File: config.mk
export PLATFORM = sky130hd
export DESIGN_NAME = shift_sequencer
export DESIGN_NICKNAME = d
export VERILOG_FILES = /design/src/rtl/shift_sequencer.sv
export SDC_FILE = /design/constraint.sdc
export NUM_CORES = 1
export LEC_CHECK = 0
export CAP_MARGIN = 20
export CORE_ASPECT_RATIO = 0.7
export CORE_UTILIZATION = 58
export DETAILED_ROUTE_END_ITERATION = 10
export PLACE_DENSITY = 0.83
export REMOVE_ABC_BUFFERS = 1
export SETUP_SLACK_MARGIN = 0.4
export SYNTH_ARGS = -nofsm -noshare
export SYNTH_HDL_FRONTEND = slang
export SYNTH_SLANG_ARGS = --single-unit
File: constraint.sdc
create_clock -name clock -period 5 [get_ports clock]
set_input_delay 0.5 -clock clock [delete_from_list [all_inputs] [get_ports clock]]
set_output_delay 0.5 -clock clock [all_outputs]
set_load 0.02 [all_outputs]
File: src/rtl/shift_sequencer.sv
// shift_sequencer: multi-cycle SLL/SRL/SRA(/ROR) controller.
// A shift is done as power-of-two steps (1,2,4,8,16), one per clock, LSB-first. Only the
// set bits of the shift amount take a step, so each cycle needs just one mux level.
// Optional feature macro: SHIFT_SEQ_ROTATE_EN (op 11 = rotate right; otherwise op 11 = SRL).
module shift_sequencer #(
  parameter int unsigned DATA_W  = 32,
  parameter int unsigned SHAMT_W = $clog2(DATA_W)
) (
  input  logic               clock,
  input  logic               reset,
  input  logic               in_valid,
  output logic               in_ready,
  input  logic [1:0]         in_op,
  input  logic [DATA_W-1:0]  in_data,
  input  logic [SHAMT_W-1:0] in_shamt,
  output logic               out_valid,
  input  logic               out_ready,
  output logic [DATA_W-1:0]  out_data,
  output logic               busy
);

  typedef enum logic [1:0] {S_IDLE, S_SHIFT, S_DONE} t_state;
  typedef enum logic [1:0] {OP_SLL = 2'b00, OP_SRL = 2'b01, OP_SRA = 2'b10, OP_ROR = 2'b11} t_op;

  // One step by a fixed power-of-two amount. With a constant amt each op is pure wiring.
  function automatic logic [DATA_W-1:0] f_shift_const(input logic [DATA_W-1:0] a,
                                                       input t_op op,
                                                       input int unsigned amt);
    logic [DATA_W-1:0] r;
    case (op)
      OP_SLL:  r = a << amt;
      OP_SRL:  r = a >> amt;
      OP_SRA:  r = $signed(a) >>> amt;
`ifdef SHIFT_SEQ_ROTATE_EN
      OP_ROR:  r = (a >> amt) | (a << (DATA_W - amt));
`else
      OP_ROR:  r = a >> amt;
`endif
      default: r = a;
    endcase
    return r;
  endfunction

  t_state             r_state, w_state_nxt;
  t_op                r_op, w_op_nxt;
  logic [DATA_W-1:0]  r_acc, w_acc_nxt;
  logic [DATA_W-1:0]  r_out, w_out_nxt;
  logic [SHAMT_W-1:0] r_rem, w_rem_nxt;
  logic [SHAMT_W-1:0] w_low;
  logic [DATA_W-1:0]  w_step;
  logic               w_accept;

  // Isolate the lowest set bit of the remaining amount; its one-hot value is the step size.
  always_comb begin
    w_low = r_rem & (~r_rem + SHAMT_W'(1));
  end

  // Select the single constant-amount shift picked by the one-hot step bit.
  always_comb begin
    w_step = r_acc;
    for (int unsigned i = 0; i < SHAMT_W; i++) begin
      if (w_low[i]) w_step = f_shift_const(r_acc, r_op, 32'(1) << i);
    end
  end

  // Next-state, datapath next values and handshake outputs.
  always_comb begin
    w_state_nxt = r_state;
    w_op_nxt    = r_op;
    w_acc_nxt   = r_acc;
    w_rem_nxt   = r_rem;
    w_out_nxt   = r_out;
    in_ready    = (r_state == S_IDLE) && !reset;
    out_valid   = (r_state == S_DONE);
    busy        = (r_state != S_IDLE);
    out_data    = r_out;
    w_accept    = in_valid && in_ready;
    case (r_state)
      S_IDLE: begin
        if (w_accept) begin
          w_acc_nxt = in_data;
          w_rem_nxt = in_shamt;
          w_op_nxt  = t_op'(in_op);
          if (in_shamt == '0) begin
            w_state_nxt = S_DONE;
            w_out_nxt   = in_data;
          end else begin
            w_state_nxt = S_SHIFT;
          end
        end
      end
      S_SHIFT: begin
        w_acc_nxt = w_step;
        w_rem_nxt = r_rem & ~w_low;
        if ((r_rem & ~w_low) == '0) begin
          w_state_nxt = S_DONE;
          w_out_nxt   = w_step;
        end
      end
      S_DONE: begin
        if (out_ready) w_state_nxt = S_IDLE;
      end
      default: w_state_nxt = S_IDLE;
    endcase
  end

  // State and datapath registers; reset aborts any operation in flight.
  always_ff @(posedge clock or posedge reset) begin
    if (reset) begin
      r_state <= S_IDLE;
      r_op    <= OP_SLL;
      r_acc   <= '0;
      r_rem   <= '0;
      r_out   <= '0;
    end else begin
      r_state <= w_state_nxt;
      r_op    <= w_op_nxt;
      r_acc   <= w_acc_nxt;
      r_rem   <= w_rem_nxt;
      r_out   <= w_out_nxt;
    end
  end

endmodule

# == Yosys cells after proc, flatten, opt, wreduce, memory -nomap -nowiden ==
# Index checks and enable logic that the tools add are counted.
# word_totals
ff_bits,73
latchBits,0
ram_bits,0
romBits,0
in_bits,43
output_inout_bits,35
memories,0
# op_classes
add_sub_neg,1
mul,0
n_div,0
n_lt_le_gt_ge,0
eq_ne,9
shift,0
n_mux,23
n_bitwise,4
reduce_logical,14
# ops
operator,count
$pmux 32 s3,5
$mux 32,9
$pmux 32 s2,2
$and 5x5->5,2
$logic_not 5->1,2
$not 5->5,2
$pmux 5 s2,1
$mux 2,4
$eq 2x2->1 const B,3
$pmux 2 s3,1
$add 5x1->5 const B,1
$mux 5,1
$eq 2x1->1 const B,2
$logic_not 2->1,2
$ne 2x1->1 const B,2
$ne 2x2->1 const B,2
$reduce_and 2->1,2
$reduce_and 4->1,1
$reduce_bool 2->1,2
$reduce_and 3->1,1
$logic_and 1x1->1,2
$reduce_or 2->1,1
$logic_not 1->1,1

# == Longest topological paths before layout ==
# logic_depth
depth_word,10
depth_mapped,8
depth_no_buf,5

# == Worst setup path before layout ==
# No wires, ideal clock.
# synth_path
path_kind,register to register
start,register r_rem[0]
end,"register r_out[0], in the netlist out_data[0]"
setup_ns,0.125
arrival_time_ns,1.853
required_time_ns,4.875
setup_slack_ns,3.022
path_stages_with_launch,6
n_path_buf,1
period_less_slack_ns,1.978
path_cell_list,dfrtp_1 -> buf_6 -> a2111o_1 -> o21a_2 -> a211oi_4 -> mux2_2
# synth_between
elab_chain_cells,10
elab_cells_between_ends,15
cone_classes,1 x add/sub; 1 x eq/ne; 7 x mux; 4 x bitwise; 2 x reduce/logical
# synth_rtl
item,line,source
start: declaration,48,"logic [SHAMT_W-1:0] r_rem, w_rem_nxt;"
start signal: assignment,119,r_rem <= w_rem_nxt;
$not 5->5,55,w_low = r_rem & (~r_rem + SHAMT_W'(1));
$add 5x1->5,55,
$and 5x5->5,55,
$mux 32 (5 in series),62,"if (w_low[i]) w_step = f_shift_const(r_acc, r_op, 32'(1) << i);"
$mux 32,95,if ((r_rem & ~w_low) == '0) begin
$pmux 32 s2,78,case (r_state)
end signal: assignment,120,r_out <= w_out_nxt;
end: declaration,47,"logic [DATA_W-1:0] r_out, w_out_nxt;"
# Parallel ways exist; a longest one is shown, timed or not. The select of a mux whose other input is x is not followed.
# A chain may end at the register's enable or synchronous reset.

# == Worst setup path after layout ==
# layout_path
start,register r_rem[2]
end,"register r_out[11], in the netlist out_data[11]"
# layout_between
elab_chain_cells,8
elab_cells_between_ends,13
cone_classes,1 x add/sub; 1 x eq/ne; 5 x mux; 4 x bitwise; 2 x reduce/logical
# layout_rtl
item,line
$not 5->5,55
$add 5x1->5,55
$and 5x5->5,55
$not 5->5 / $mux 32 (equally long branches),"95, 62"
$and 5x5->5 / $mux 32 (equally long branches),"95, 62"
$logic_not 5->1 / $mux 32 (equally long branches),"95, 62"
$ne 2x2->1 (no line) / $mux 32 (equally long branches),n/a
$reduce_and 4->1 (no line) / $pmux 32 s2 (equally long branches),n/a
# Parallel ways exist; a longest one is shown, timed or not. The select of a mux whose other input is x is not followed.

==> results.ini <==
[die]
start_util_pct=60.4
dieArea_um2=10700
die-height_um=86.7
pin_count=78
dieWidth_um=123
core-area_um2=9830
rows=30

[global_route]
grt_pass1_wl_mm=36.6
antenna_found_initial=0
grt_overflow=0
grtUsageMet2_pct=64.6
met3_usage_pct=14.5
grt_pass1_vias=6495
top_usage_layer=met2
use_met1_pct=64.0
grtUsageTotal_pct=45.4
grt_max_degree=68

[finish]
layout.nets=821
drive_gt1_share_pct=9.83
insertedDiodeCount=0
n_fill_cell=765
syn2layout_area_growth_pct=16.5

[timing]
final-setup-viol-count=0
max_freq_mhz=314
post-route-period-util_pct=63.6
fin_tns_setup_ns=0
finalMaxSlewViolations=0
worst_slew_margin_rel_pct=24.9
hold_violations=0
finClkSkew_ns=0.00560
fin_ws_ns=1.82
fin_crit_ns=3.18
rsz0062_at_grt=false
tightest_slew_ns=1.13
hold_ws_ns=0.508

[worst_setup_path]
rrSetupSlack_ns=1.82
r2r-start=r_rem[2]$_DFFE_PP0P_
r2r_end=out_data[11]$_DFFE_PP0P_
cpMaxStageDelayCell=dfrtp_1
worstSetupStartpoint=r_rem[2]$_DFFE_PP0P_
critPathRequiredTime_ns=5.25
crit_type=reg2reg
critPathArrivalTime_ns=3.44
cp_cell_sequence=buf_4 -> nor2_1 -> and2_1 -> buf_4 -> nor2_1 -> a221o_1 -> a31oi_1
path_max_fanout=28
endpoint=out_data[11]$_DFFE_PP0P_
endpoint_kind=register
rr_worst_depth=7
critPathMaxStageDelay_ns=0.76
worst_setup_path_start_kind=register

[pwr]
pwr-share-seq_pct=24.0
switching_share_pct=54.0
p_int_mw=2.70
power_frac_clock_pct=11.1
p_leak_nw=2.51
peakVddDrop_mv=0.409
pwr-share-comb_pct=64.9
power.switching_mw=3.17
power.density_nw_per_um2=848

[min_path]
hold_class=reg2reg
hold_depth=1

[job]
drv_cap=0

[synth]
yosysTopAreaCell=dfrtp_1
synth_top_area_share_pct=30.7
netlist_instances=755
ys.flop_type=dfrtp_1
async_reset_ff_share_pct=100
avgSynthCellArea_um2=7.87
ys.warnings.count=0
synth_edf_count=0
synthTopCellsByArea=dfrtp_1, o21ai_0, a21oi_1, nand3_1, nor2_1
ys_seq_area_share_pct=30.7
syn_area_um2=5940
yosysUniqueCellTypes=66
yosys_register_bits=73

[detailed_routing]
via_count=7098
wl_mm=23.7
viasPerCell=7.79
ant_nets=0
drtIter0Drc=1550
dr.pass1.iters=9
wl_per_cell_um=26.0
drc=0

[clock_network]
cts-htree-levels=3
clk_pin_slew_ns=0.06
post_cts_resized=0
cts_tree=done
clk_latency_ns=0.34
clockBufferDepth=2
numCtsBuffers=9
root_buffer=clkbuf_16
postCtsSetupBuffers=0
cts_hold_buf=0
cts_sinks=73

[placed_design]
gp_congestion=0.972
dp_hpwl_mm=15.7
portBuffers=77
post-place-ws_ns=1.95

[status]
status=completed

## synthesized netlist by cell type (7+ instances only)
library cell and n:
o21bai_1 16, o21ai_0 69, nand3_1 52, a31oi_1 32, a311oi_1 24, buf_2 26, nand2_1 55, or3b_2 16
a221o_1 7, a21oi_1 56, dfrtp_1 73, nor2_1 63, mux2i_1 13, o21a_1 7, clkbuf_1 42, or3b_1 10
a221oi_2 7, or3_1 7, nor3_1 32, o2111ai_1 8, o211ai_1 9, o22a_1 7
## cells in the final DEF (no fill, tap or decap), types with 10 or more instances in the layout
cell and n:
or3b_1 10, buf_4 16, nor2_1 63, dfrtp_1 71, o21bai_1 16, or3b_2 16
clkdlybuf4s50_1 77, a311oi_1 24, a31oi_1 32, o21ai_0 69, a21oi_1 56, nor3_1 32
nand3_1 52, nand2_1 55, mux2i_1 13
## flip-flops by register name, summed over array words and instances (netlist names)
| signal | flops |
|---|---|
| r_state | 2 |
| r_acc | 32 |
| r_op | 2 |
| out_data | 32 |
| r_rem | 5 |
## logic make-up (layout without fill, tap and decap cells)
| group | Yosys count | count (layout) | synth area share [%] |
|---|---|---|---|
| buffers and inverters | 87 | 115 | 6.93 |
| DFF | 73 | 73 | 30.7 |
| AOI/OAI and AO/OA | 304 | 304 | 35.7 |
| muxes | 15 | 15 | 2.57 |
| and+or+nand+nor | 275 | 275 | 23.8 |
| adders and majority gates | 1 | 1 | 0.168 |
## layer usage
metal	vias to the layer above	routed length, um
li1	2941	-
met1	3294	9600
met2	721	9480
met3	142	3620
met4	0	1010
met5	-	0
## critical path, delay by kind of cell (launching register included)
| family | cells | cell delay [ns] |
|---|---|---|
| simple gates | 3 | 0.92 |
| compound gates | 2 | 0.58 |
| buf+inv | 2 | 0.81 |
| flops | 1 | 0.76 |
## power by group through the flow
stage / Sequential, mW / Combinational, mW / Clock (mW)
2_1_floorplan: 1.46 / 2.16 / 0
3_3_place_gp: 1.34 / 3.55 / 0
3_5_place_dp: 1.37 / 3.63 / 0
4_1_cts: 1.36 / 3.66 / 0.652
5_1_grt: 1.42 / 4.03 / 0.675
6_report: 1.41 / 3.81 / 0.652
## layout make-up
| class | instances | area, um^2 | area share (%) |
|---|---|---|---|
| Multi-Input combinational cell | 595 | 3730 | 53.9 |
| Sequential cell | 73 | 1830 | 26.4 |
| Timing Repair Buffer | 93 | 891 | 12.9 |
| Clock buffer | 11 | 233 | 3.36 |
| Tap cell | 128 | 160 | 2.31 |
| Clock inverter | 5 | 56.3 | 0.814 |
| Inverter | 6 | 22.5 | 0.325 |
## worst min-delay path by stage
stage / from / endpoint / slack, ns
6_report: out_data[24]$_DFFE_PP0P_ / out_data[24]$_DFFE_PP0P_ / 0.51
5_1_grt: out_data[22]$_DFFE_PP0P_ / out_data[22]$_DFFE_PP0P_ / 0.54
4_1_cts: out_data[24]$_DFFE_PP0P_ / out_data[24]$_DFFE_PP0P_ / 0.51
3_5_place_dp: out_data[24]$_DFFE_PP0P_ / out_data[24]$_DFFE_PP0P_ / 0.50
3_3_place_gp: out_data[27]$_DFFE_PP0P_ / out_data[27]$_DFFE_PP0P_ / 0.48
2_1_floorplan: r_acc[11]$_DFFE_PP0P_ / r_acc[11]$_DFFE_PP0P_ / 0.51
## metrics by stage
| step | std cells | power [mW] | instance area, um^2 | util (%) |
|---|---|---|---|---|
| floorplan | 674 | 3.61 | 5550 | - |
| CTS | 911 | 5.67 | 6920 | 70.4 |
| finish | 911 | 5.87 | 6920 | 70.4 |
| global route | 911 | 6.13 | 6920 | 70.4 |
| global placement | 895 | 4.89 | 6630 | 67.4 |
| detailed placement | 895 | 5.00 | 6630 | 67.4 |
Power figures use the tool's default switching activity.
